**src/rtl/control_sequencer_if.sv**
```systemverilog
`default_nettype none
// ============================================================================
// Module      : control_sequencer_if
// Description : Control bundle between the hardwired sequencer and Datapath2.
// Revision    : 1.0 - initial release
// ============================================================================
interface control_sequencer_if;
    logic [4:0] ir_op;
    logic       con_ff;
    logic       mem_ready;

    logic       PCout, Zlowout, MDRout, BAout, Rout, Cout;
    logic       PCin, MARin, MDRin, IRin, Yin, Zin, Rin, CONin;
    logic       Gra, Grb, Grc;
    logic       Read, Write;
    logic [4:0] OpCode;
    logic       run;
    logic       illegal;

    modport master (
        input  ir_op, con_ff, mem_ready,
        output PCout, Zlowout, MDRout, BAout, Rout, Cout,
        output PCin, MARin, MDRin, IRin, Yin, Zin, Rin, CONin,
        output Gra, Grb, Grc, Read, Write, OpCode, run, illegal
    );

    modport slave (
        output ir_op, con_ff, mem_ready,
        input  PCout, Zlowout, MDRout, BAout, Rout, Cout,
        input  PCin, MARin, MDRin, IRin, Yin, Zin, Rin, CONin,
        input  Gra, Grb, Grc, Read, Write, OpCode, run, illegal
    );
endinterface
`default_nettype wire

```
**src/rtl/control_sequencer.sv**
```systemverilog
`default_nettype none
// ============================================================================
// Module      : control_sequencer
// Description : Moore-FSM hardwired control unit stepping fetch (T0-T2) and
//               per-opcode execute states. Optional macro: ILLEGAL_TRAP_EN.
// Revision    : 1.0 - initial release
// ============================================================================
module control_sequencer #(
    parameter logic [4:0] ALU_ADD = 5'd2,
    parameter logic [4:0] ALU_SUB = 5'd4,
    parameter logic [4:0] ALU_INC = 5'd12
) (
    input  wire logic            clk,
    input  wire logic            clr_n,
    control_sequencer_if.master  bus
);

    localparam logic [4:0] c_op_ld   = 5'b00000;
    localparam logic [4:0] c_op_ldi  = 5'b00001;
    localparam logic [4:0] c_op_st   = 5'b00010;
    localparam logic [4:0] c_op_add  = 5'b00011;
    localparam logic [4:0] c_op_sub  = 5'b00100;
    localparam logic [4:0] c_op_addi = 5'b01100;
    localparam logic [4:0] c_op_br   = 5'b10010;
    localparam logic [4:0] c_op_jr   = 5'b10100;
    localparam logic [4:0] c_op_jal  = 5'b10101;
    localparam logic [4:0] c_op_nop  = 5'b11001;
    localparam logic [4:0] c_op_halt = 5'b11010;

    typedef enum logic [3:0] {
        S_IDLE = 4'd0,  S_T0  = 4'd1,  S_T1 = 4'd2,  S_T1W = 4'd3,
        S_T2   = 4'd4,  S_T3  = 4'd5,  S_T4 = 4'd6,  S_T5  = 4'd7,
        S_T6   = 4'd8,  S_T6W = 4'd9,  S_T7 = 4'd10, S_T7W = 4'd11,
        S_HALT = 4'd12
    } state_t;

    state_t     r_state;
    state_t     w_next;
    logic [4:0] r_op;

    always_ff @(posedge clk or negedge clr_n) begin
        if (!clr_n) begin
            r_state <= S_IDLE;
            r_op    <= 5'd0;
        end else begin
            r_state <= w_next;
            if (r_state == S_T2) r_op <= bus.ir_op;
        end
    end

`ifdef ILLEGAL_TRAP_EN
    logic r_illegal;
    logic w_set_illegal;

    // Sticky until reset: the only way out of HALT is clr_n anyway.
    always_ff @(posedge clk or negedge clr_n) begin
        if (!clr_n)             r_illegal <= 1'b0;
        else if (w_set_illegal) r_illegal <= 1'b1;
    end

    assign bus.illegal = r_illegal;
`else
    assign bus.illegal = 1'b0;
`endif

    assign bus.run = (r_state != S_IDLE) && (r_state != S_HALT);

    always_comb begin
        w_next      = r_state;
        bus.PCout   = 1'b0;
        bus.Zlowout = 1'b0;
        bus.MDRout  = 1'b0;
        bus.BAout   = 1'b0;
        bus.Rout    = 1'b0;
        bus.Cout    = 1'b0;
        bus.PCin    = 1'b0;
        bus.MARin   = 1'b0;
        bus.MDRin   = 1'b0;
        bus.IRin    = 1'b0;
        bus.Yin     = 1'b0;
        bus.Zin     = 1'b0;
        bus.Rin     = 1'b0;
        bus.CONin   = 1'b0;
        bus.Gra     = 1'b0;
        bus.Grb     = 1'b0;
        bus.Grc     = 1'b0;
        bus.Read    = 1'b0;
        bus.Write   = 1'b0;
        bus.OpCode  = 5'd0;
`ifdef ILLEGAL_TRAP_EN
        w_set_illegal = 1'b0;
`endif
        case (r_state)
            S_IDLE: w_next = S_T0;
            S_T0: begin
                bus.PCout = 1'b1; bus.MARin = 1'b1; bus.Zin = 1'b1;
                bus.OpCode = ALU_INC;
                w_next = S_T1;
            end
            S_T1: begin
                bus.Zlowout = 1'b1; bus.PCin = 1'b1;
                w_next = S_T1W;
            end
            S_T1W: begin
                bus.Read  = 1'b1;
                bus.MDRin = bus.mem_ready;
                if (bus.mem_ready) w_next = S_T2;
            end
            S_T2: begin
                bus.MDRout = 1'b1; bus.IRin = 1'b1;
                case (bus.ir_op)
                    c_op_halt: w_next = S_HALT;
                    c_op_nop:  w_next = S_T0;
                    c_op_ld, c_op_ldi, c_op_st, c_op_add, c_op_sub,
                    c_op_addi, c_op_br, c_op_jr, c_op_jal: w_next = S_T3;
                    default: begin
`ifdef ILLEGAL_TRAP_EN
                        w_next        = S_HALT;
                        w_set_illegal = 1'b1;
`else
                        w_next = S_T0;
`endif
                    end
                endcase
            end
            S_T3: begin
                w_next = S_T4;
                case (r_op)
                    c_op_add, c_op_sub: begin
                        bus.Grb = 1'b1; bus.Rout = 1'b1; bus.Yin = 1'b1;
                    end
                    c_op_addi, c_op_ldi, c_op_ld, c_op_st: begin
                        bus.Grb = 1'b1; bus.BAout = 1'b1; bus.Yin = 1'b1;
                    end
                    c_op_br: begin
                        bus.Gra = 1'b1; bus.Rout = 1'b1; bus.CONin = 1'b1;
                    end
                    c_op_jr: begin
                        bus.Gra = 1'b1; bus.Rout = 1'b1; bus.PCin = 1'b1;
                        w_next = S_T0;
                    end
                    c_op_jal: begin
                        bus.PCout = 1'b1; bus.Grb = 1'b1; bus.Rin = 1'b1;
                    end
                    default: w_next = S_T0;
                endcase
            end
            S_T4: begin
                w_next = S_T5;
                case (r_op)
                    c_op_add, c_op_sub: begin
                        bus.Grc = 1'b1; bus.Rout = 1'b1; bus.Zin = 1'b1;
                        bus.OpCode = (r_op == c_op_add) ? ALU_ADD : ALU_SUB;
                    end
                    c_op_addi, c_op_ldi, c_op_ld, c_op_st: begin
                        bus.Cout = 1'b1; bus.Zin = 1'b1; bus.OpCode = ALU_ADD;
                    end
                    c_op_br: begin
                        bus.PCout = 1'b1; bus.Yin = 1'b1;
                    end
                    c_op_jal: begin
                        bus.Gra = 1'b1; bus.Rout = 1'b1; bus.PCin = 1'b1;
                        w_next = S_T0;
                    end
                    default: w_next = S_T0;
                endcase
            end
            S_T5: begin
                w_next = S_T0;
                case (r_op)
                    c_op_add, c_op_sub, c_op_addi, c_op_ldi: begin
                        bus.Zlowout = 1'b1; bus.Gra = 1'b1; bus.Rin = 1'b1;
                    end
                    c_op_ld: begin
                        bus.Zlowout = 1'b1; bus.MARin = 1'b1;
                        w_next = S_T6W;
                    end
                    c_op_st: begin
                        bus.Zlowout = 1'b1; bus.MARin = 1'b1;
                        w_next = S_T6;
                    end
                    c_op_br: begin
                        bus.Cout = 1'b1; bus.Zin = 1'b1; bus.OpCode = ALU_ADD;
                        w_next = S_T6;
                    end
                    default: w_next = S_T0;
                endcase
            end
            S_T6: begin
                w_next = S_T0;
                case (r_op)
                    // Read stays low so the MDR input mux takes the bus value.
                    c_op_st: begin
                        bus.Gra = 1'b1; bus.Rout = 1'b1; bus.MDRin = 1'b1;
                        w_next = S_T7W;
                    end
                    c_op_br: begin
                        bus.Zlowout = 1'b1; bus.PCin = bus.con_ff;
                    end
                    default: w_next = S_T0;
                endcase
            end
            S_T6W: begin
                bus.Read  = 1'b1;
                bus.MDRin = bus.mem_ready;
                if (bus.mem_ready) w_next = S_T7;
            end
            S_T7: begin
                bus.MDRout = 1'b1; bus.Gra = 1'b1; bus.Rin = 1'b1;
                w_next = S_T0;
            end
            S_T7W: begin
                bus.Write = 1'b1;
                if (bus.mem_ready) w_next = S_T0;
            end
            S_HALT:  w_next = S_HALT;
            default: w_next = S_IDLE;
        endcase
    end

endmodule
`default_nettype wire
```
**src/flat_wrapper.sv**
```systemverilog
// flat-port wrapper written by rule: the top's interface ports become plain ports
module control_sequencer_flat 
#(
    parameter logic [4:0] ALU_ADD = 5'd2,
    parameter logic [4:0] ALU_SUB = 5'd4,
    parameter logic [4:0] ALU_INC = 5'd12
)
  (clk, clr_n, bus_ir_op, bus_con_ff, bus_mem_ready, bus_PCout, bus_Zlowout, bus_MDRout, bus_BAout, bus_Rout, bus_Cout, bus_PCin, bus_MARin, bus_MDRin, bus_IRin, bus_Yin, bus_Zin, bus_Rin, bus_CONin, bus_Gra, bus_Grb, bus_Grc, bus_Read, bus_Write, bus_OpCode, bus_run, bus_illegal);
  control_sequencer_if bus_i ();
  input  wire logic clk;
  input  wire logic clr_n;
  input wire logic [$bits(bus_i.ir_op)-1:0] bus_ir_op;
  input wire logic [$bits(bus_i.con_ff)-1:0] bus_con_ff;
  input wire logic [$bits(bus_i.mem_ready)-1:0] bus_mem_ready;
  output wire logic [$bits(bus_i.PCout)-1:0] bus_PCout;
  output wire logic [$bits(bus_i.Zlowout)-1:0] bus_Zlowout;
  output wire logic [$bits(bus_i.MDRout)-1:0] bus_MDRout;
  output wire logic [$bits(bus_i.BAout)-1:0] bus_BAout;
  output wire logic [$bits(bus_i.Rout)-1:0] bus_Rout;
  output wire logic [$bits(bus_i.Cout)-1:0] bus_Cout;
  output wire logic [$bits(bus_i.PCin)-1:0] bus_PCin;
  output wire logic [$bits(bus_i.MARin)-1:0] bus_MARin;
  output wire logic [$bits(bus_i.MDRin)-1:0] bus_MDRin;
  output wire logic [$bits(bus_i.IRin)-1:0] bus_IRin;
  output wire logic [$bits(bus_i.Yin)-1:0] bus_Yin;
  output wire logic [$bits(bus_i.Zin)-1:0] bus_Zin;
  output wire logic [$bits(bus_i.Rin)-1:0] bus_Rin;
  output wire logic [$bits(bus_i.CONin)-1:0] bus_CONin;
  output wire logic [$bits(bus_i.Gra)-1:0] bus_Gra;
  output wire logic [$bits(bus_i.Grb)-1:0] bus_Grb;
  output wire logic [$bits(bus_i.Grc)-1:0] bus_Grc;
  output wire logic [$bits(bus_i.Read)-1:0] bus_Read;
  output wire logic [$bits(bus_i.Write)-1:0] bus_Write;
  output wire logic [$bits(bus_i.OpCode)-1:0] bus_OpCode;
  output wire logic [$bits(bus_i.run)-1:0] bus_run;
  output wire logic [$bits(bus_i.illegal)-1:0] bus_illegal;
  assign bus_i.ir_op = bus_ir_op;
  assign bus_i.con_ff = bus_con_ff;
  assign bus_i.mem_ready = bus_mem_ready;
  assign bus_PCout = bus_i.PCout;
  assign bus_Zlowout = bus_i.Zlowout;
  assign bus_MDRout = bus_i.MDRout;
  assign bus_BAout = bus_i.BAout;
  assign bus_Rout = bus_i.Rout;
  assign bus_Cout = bus_i.Cout;
  assign bus_PCin = bus_i.PCin;
  assign bus_MARin = bus_i.MARin;
  assign bus_MDRin = bus_i.MDRin;
  assign bus_IRin = bus_i.IRin;
  assign bus_Yin = bus_i.Yin;
  assign bus_Zin = bus_i.Zin;
  assign bus_Rin = bus_i.Rin;
  assign bus_CONin = bus_i.CONin;
  assign bus_Gra = bus_i.Gra;
  assign bus_Grb = bus_i.Grb;
  assign bus_Grc = bus_i.Grc;
  assign bus_Read = bus_i.Read;
  assign bus_Write = bus_i.Write;
  assign bus_OpCode = bus_i.OpCode;
  assign bus_run = bus_i.run;
  assign bus_illegal = bus_i.illegal;
  control_sequencer #(.ALU_ADD(ALU_ADD), .ALU_SUB(ALU_SUB), .ALU_INC(ALU_INC)) u_core (.clk(clk), .clr_n(clr_n), .bus(bus_i));
endmodule
```
**config.mk**
```make
export PLATFORM = sky130hd
export DESIGN_NAME = control_sequencer_flat
export DESIGN_NICKNAME = d
export VERILOG_FILES = /design/src/rtl/control_sequencer_if.sv /design/src/rtl/control_sequencer.sv /design/src/flat_wrapper.sv
export SDC_FILE = /design/constraint.sdc
export NUM_CORES = 1
export LEC_CHECK = 0
export BUFFER_PORTS_ARGS = -buffer_cell sky130_fd_sc_hd__buf_2
export CAP_MARGIN = 20
export CORE_ASPECT_RATIO = 1.2
export CORE_UTILIZATION = 46
export CTS_BUF_LIST = sky130_fd_sc_hd__clkbuf_8 sky130_fd_sc_hd__clkbuf_16
export CTS_CLUSTER_SIZE = 40
export DETAILED_ROUTE_END_ITERATION = 10
export PLACE_DENSITY = 0.76
export REMOVE_ABC_BUFFERS = 1
export SLEW_MARGIN = 20
export SYNTH_ARGS = -nofsm -noshare
export SYNTH_HDL_FRONTEND = slang
export SYNTH_SLANG_ARGS = --single-unit
```
**constraint.sdc**
```tcl
create_clock -name clk -period 1.6 [get_ports clk]
set_clock_uncertainty 0.15 [all_clocks]
set_input_delay 0.24 -clock clk [delete_from_list [all_inputs] [get_ports clk]]
set_output_delay 0.24 -clock clk [all_outputs]
set_load 0.1 [all_outputs]
```
==> results of run 1 <==
[cells by family after synthesis]
family / count (synthesis) / synth area share (%)
xor+xnor: 2 / 1.59
flops: 9 / 20.5
compound gates: 46 / 28.4
mux: 6 / 6.03
buf+inv: 20 / 9.67
other cells: 1 / 0.341
simple gates: 67 / 33.4
[stage by stage]
step	util [%]	area [um^2]	hold WS, ps
3_5_place_dp	83.1	1900	-49.7
3_3_place_gp	83.1	1900	-57.4
2_1_floorplan	-	1020	-206
==> impl_metrics.toml, run 1 <==
[clocking]
cts_setup_buffers = 23
htree_levels = 1
cts_buffers = 3
cts.sinks = 9
cts_hold_buf = 1
root_buffer = "clkbuf_8"
cts_resized = 76
clockBufferDepth = 2

[placement]
post-place-ws_ps = -509
place_hpwl_um = 3290
portBuffers = 31
place_inst = 245
routabilityCongestion = 0.991

[yosys]
ys_seq_area_share_pct = 20.5
synth_common_cells = "20 x nor2_1, 13 x nand2_1, 9 x a21oi_1, 9 x dfrtp_1, 7 x o21ai_0"
netlist_top_cells_area = "dfrtp_1 20%, nor2_1 6.8%, mux2_2 5.1%"
synth_top_area_share_pct = 20.5
yosysMostFrequentCell = "nor2_1"
async_flop_share_pct = 100
yosysWarnings = 0
synth_edf_count = 0
synth_top_area_cell = "dfrtp_1"
netlist_instances = 151
ys_ff_latch = 9
ys.flop_type = "dfrtp_1"
syn_area_um2 = 1100
yosysUniqueCellTypes = 54
avgSynthCellArea_um2 = 7.28

[die]
rows = 19
start_util_pct = 48.2
die_w_um = 46.6
num_io_pins = 35
die_y_um = 55.6

[run_status]
outcome = "did not finish"
haltStage = "4_1_cts"
firstError = "[ERROR DPL-0038] Utilization greater than 100%, impossible to legalize"
==> run 2: changes to the inputs <==
CORE_AREA = 2 2 63 65   (was unset)
CORE_ASPECT_RATIO = unset   (was 1.2)
CORE_UTILIZATION = unset   (was 46)
CTS_BUF_LIST = unset   (was sky130_fd_sc_hd__clkbuf_8 sky130_fd_sc_hd__clkbuf_16)
CTS_CLUSTER_SIZE = unset   (was 40)
DIE_AREA = 0 0 65 67   (was unset)
PLACE_DENSITY = unset   (was 0.76)
PLACE_DENSITY_LB_ADDON = 0.15   (was unset)
clock period = 2.1 ns   (was 1.6 ns; I/O delays follow)
==> run 2 against run 1 <==
The flow now finishes, with violations (negative setup slack). Synthesized cell count unchanged. Area after synthesis stayed put.
==> impl_metrics.toml, run 2 <==
[run_status]
outcome = "finished with violations"
violations = "negative setup slack"

[die]
die_y_um = 67
die_area_um2 = 4360
die_w_um = 65
num_io_pins = 35
start_util_pct = 30.5
rows = 22
core-area_um2 = 3610

[worst_setup_path]
endpoint_kind = "output pin"
critPathMaxFanout = 7
startpoint = "u_core.r_op[1]$_DFFE_PN0P_"
rr_worst_depth = 6
path_class = "flip-flop to output pin"
reg2reg_from = "u_core.r_state[2]$_DFFE_PN0P_"
r2r-end = "u_core.r_state[3]$_DFFE_PN0P_"
cp.arrival_ps = 1870
crit_required_ps = 1630
r2r_slack_ps = 100
critPathLaunchType = "flip-flop"

[timing]
min_period_over_period_pct = 111
setup_tns_ps = -2300
maxSlewViolCount = 0
max_freq_mhz = 429
rsz0062_at_grt = "yes"
period_needed_ps = 2330
final-hold-violation-count = 0
finalSetupViolations = 17
setup_ws_ps = -233

[yosys]
synth_compound_area_share_pct = 28.4
netlist_top_cells_area = "dfrtp_1 20%, nor2_1 6.8%, mux2_2 5.1%"
synth_common_cells = "20 x nor2_1, 13 x nand2_1, 9 x a21oi_1, 9 x dfrtp_1, 7 x o21ai_0"
synthAdderAreaFrac_pct = 0
synthXorXnorAreaFrac_pct = 1.59
synth_top_family_by_area = "simple AND/OR/NAND/NOR gates"
async_flop_share_pct = 100
syn_area_um2 = 1100
synth_edf_count = 0
ys_seq_area_share_pct = 20.5
yosysWarnings = 0
ys.flop_type = "dfrtp_1"
synthMuxAreaShare_pct = 6.03
netlist_instances = 151
yosysUniqueCellTypes = 54
avgSynthCellArea_um2 = 7.28
synth_top_area_cell = "dfrtp_1"
synth-simple-area-share_pct = 33.4
synth_top_area_share_pct = 20.5
yosysMostFrequentCell = "nor2_1"
ys_ff_latch = 9

[global_routing]
grt_max_degree = 15
grt_util_all_layers_pct = 18.5
grt_pass1_wl_um = 6350
antenna_found_initial = 0
gr-total-overflow = 0
grt_pass1_vias = 1324

[min_path]
worstHoldStart = "bus_ir_op[0]"
whs_path_depth = 2
min_to = "u_core.r_op[0]$_DFFE_PN0P_"
hold_path.class = "input port to flip-flop"

[layout]
layout-drive-gt1-share_pct = 58.3
n_antenna_cell = 0
final_cell_mix = "48 x buf_4, 21 x buf_12, 13 x nor2_1"
fin_nets = 233
largest_reg_flops = 5
largestRegisters = "u_core.r_op x5, u_core.r_state x4"
fin_util_pct = 61.0
mostFrequentLayoutCell = "buf_4"
top_register = "u_core.r_op"
syn2layout_area_growth_pct = 100

[routing]
vias_per_cell = 5.12
drt-initial-drc-count = 41
ant_nets = 0
drc_errors = 0
num_vias = 1388
drt_wl_total_um = 3900
wl_per_cell_um = 14.4
dr.pass1.iters = 4

[clocking]
clockBufferDepth = 2
path_clk_slew_ps = 40
cts.sinks = 9
worstSkewPairLatency_ps = 230
root_buffer = "clkbuf_8"
htree_levels = 1
cts_buffers = 3
cts_tree = "built"

[placement]
routabilityCongestion = 0.866
portBuffers = 31
place_hpwl_um = 2900

[run]
max-cap-violations = 0
run 2: cell counts after synthesis:
No cell type changed its count.
run 2: worst max-delay path by stage:
stage                          endpoint  slack, ps  cells past startpoint
after floorplan           bus_OpCode[2]      -2620                      3
after global placement    bus_OpCode[1]        -80                      6
after detailed placement  bus_OpCode[2]        -90                      5
after CTS                      bus_Rout       -260                      6
after global routing           bus_Rout       -310                      6
final                          bus_PCin       -230                      6
run 2: layout make-up:
class,instances,area (um^2)
Multi-Input combinational cell,124,947
Sequential cell,9,230
Timing Repair Buffer,81,900
Inverter,5,18.8
Clock buffer,4,45.0
Tap cell,48,60.1
Fill cell,320,1410
run 2: what timing repair did:
item,4_1_cts,5_1_grt
resized for setup,29,20
cloned,0,0
hold endpoints to repair,9,0
endpoints found under the setup margin,19,22
setup buffers,8,4
pin swaps,8,6
hold buffers,1,0
run 2: per-layer routing:
layer	up-vias	wire length (um)	global-route usage, %
met5	-	0	0
met4	0	17	3.46
met3	2	184	1.52
met2	48	2030	34.5
met1	652	1670	23.3
li1	686	-	-
run 2: stage by stage:
step                      setup WS [ps]  cell area (um^2)  hold WS, ps  instances
after global placement            -82.0              1860         24.3        254
after detailed placement          -90.4              1860         29.0        254
after global routing               -309              2200          220        271
after floorplan                   -2620              1020         -131        138
final                              -233              2200          212        271
after CTS                          -262              2100          211        267
run 2: critical path: stages, from the launching register on:
cell	delay [ps]
dfrtp_2	450
and4bb_2	340
nand2_2	70
a211o_1	310
a21oi_2	130
a41o_1	150
buf_12	180
run 2: cells by family (layout without fill, tap and decap cells):
family / after synthesis / after routing
AOI/OAI and AO/OA: 46 / 46
and+or+nand+nor: 67 / 67
xor gates and xnor gates: 2 / 2
muxes: 6 / 6
other: 1 / 3
buffers and inverters: 20 / 90
DFF: 9 / 9
Power of run 2 is not shown: default switching activity piles up to over one toggle a cycle in this logic, so the estimate is an artifact.
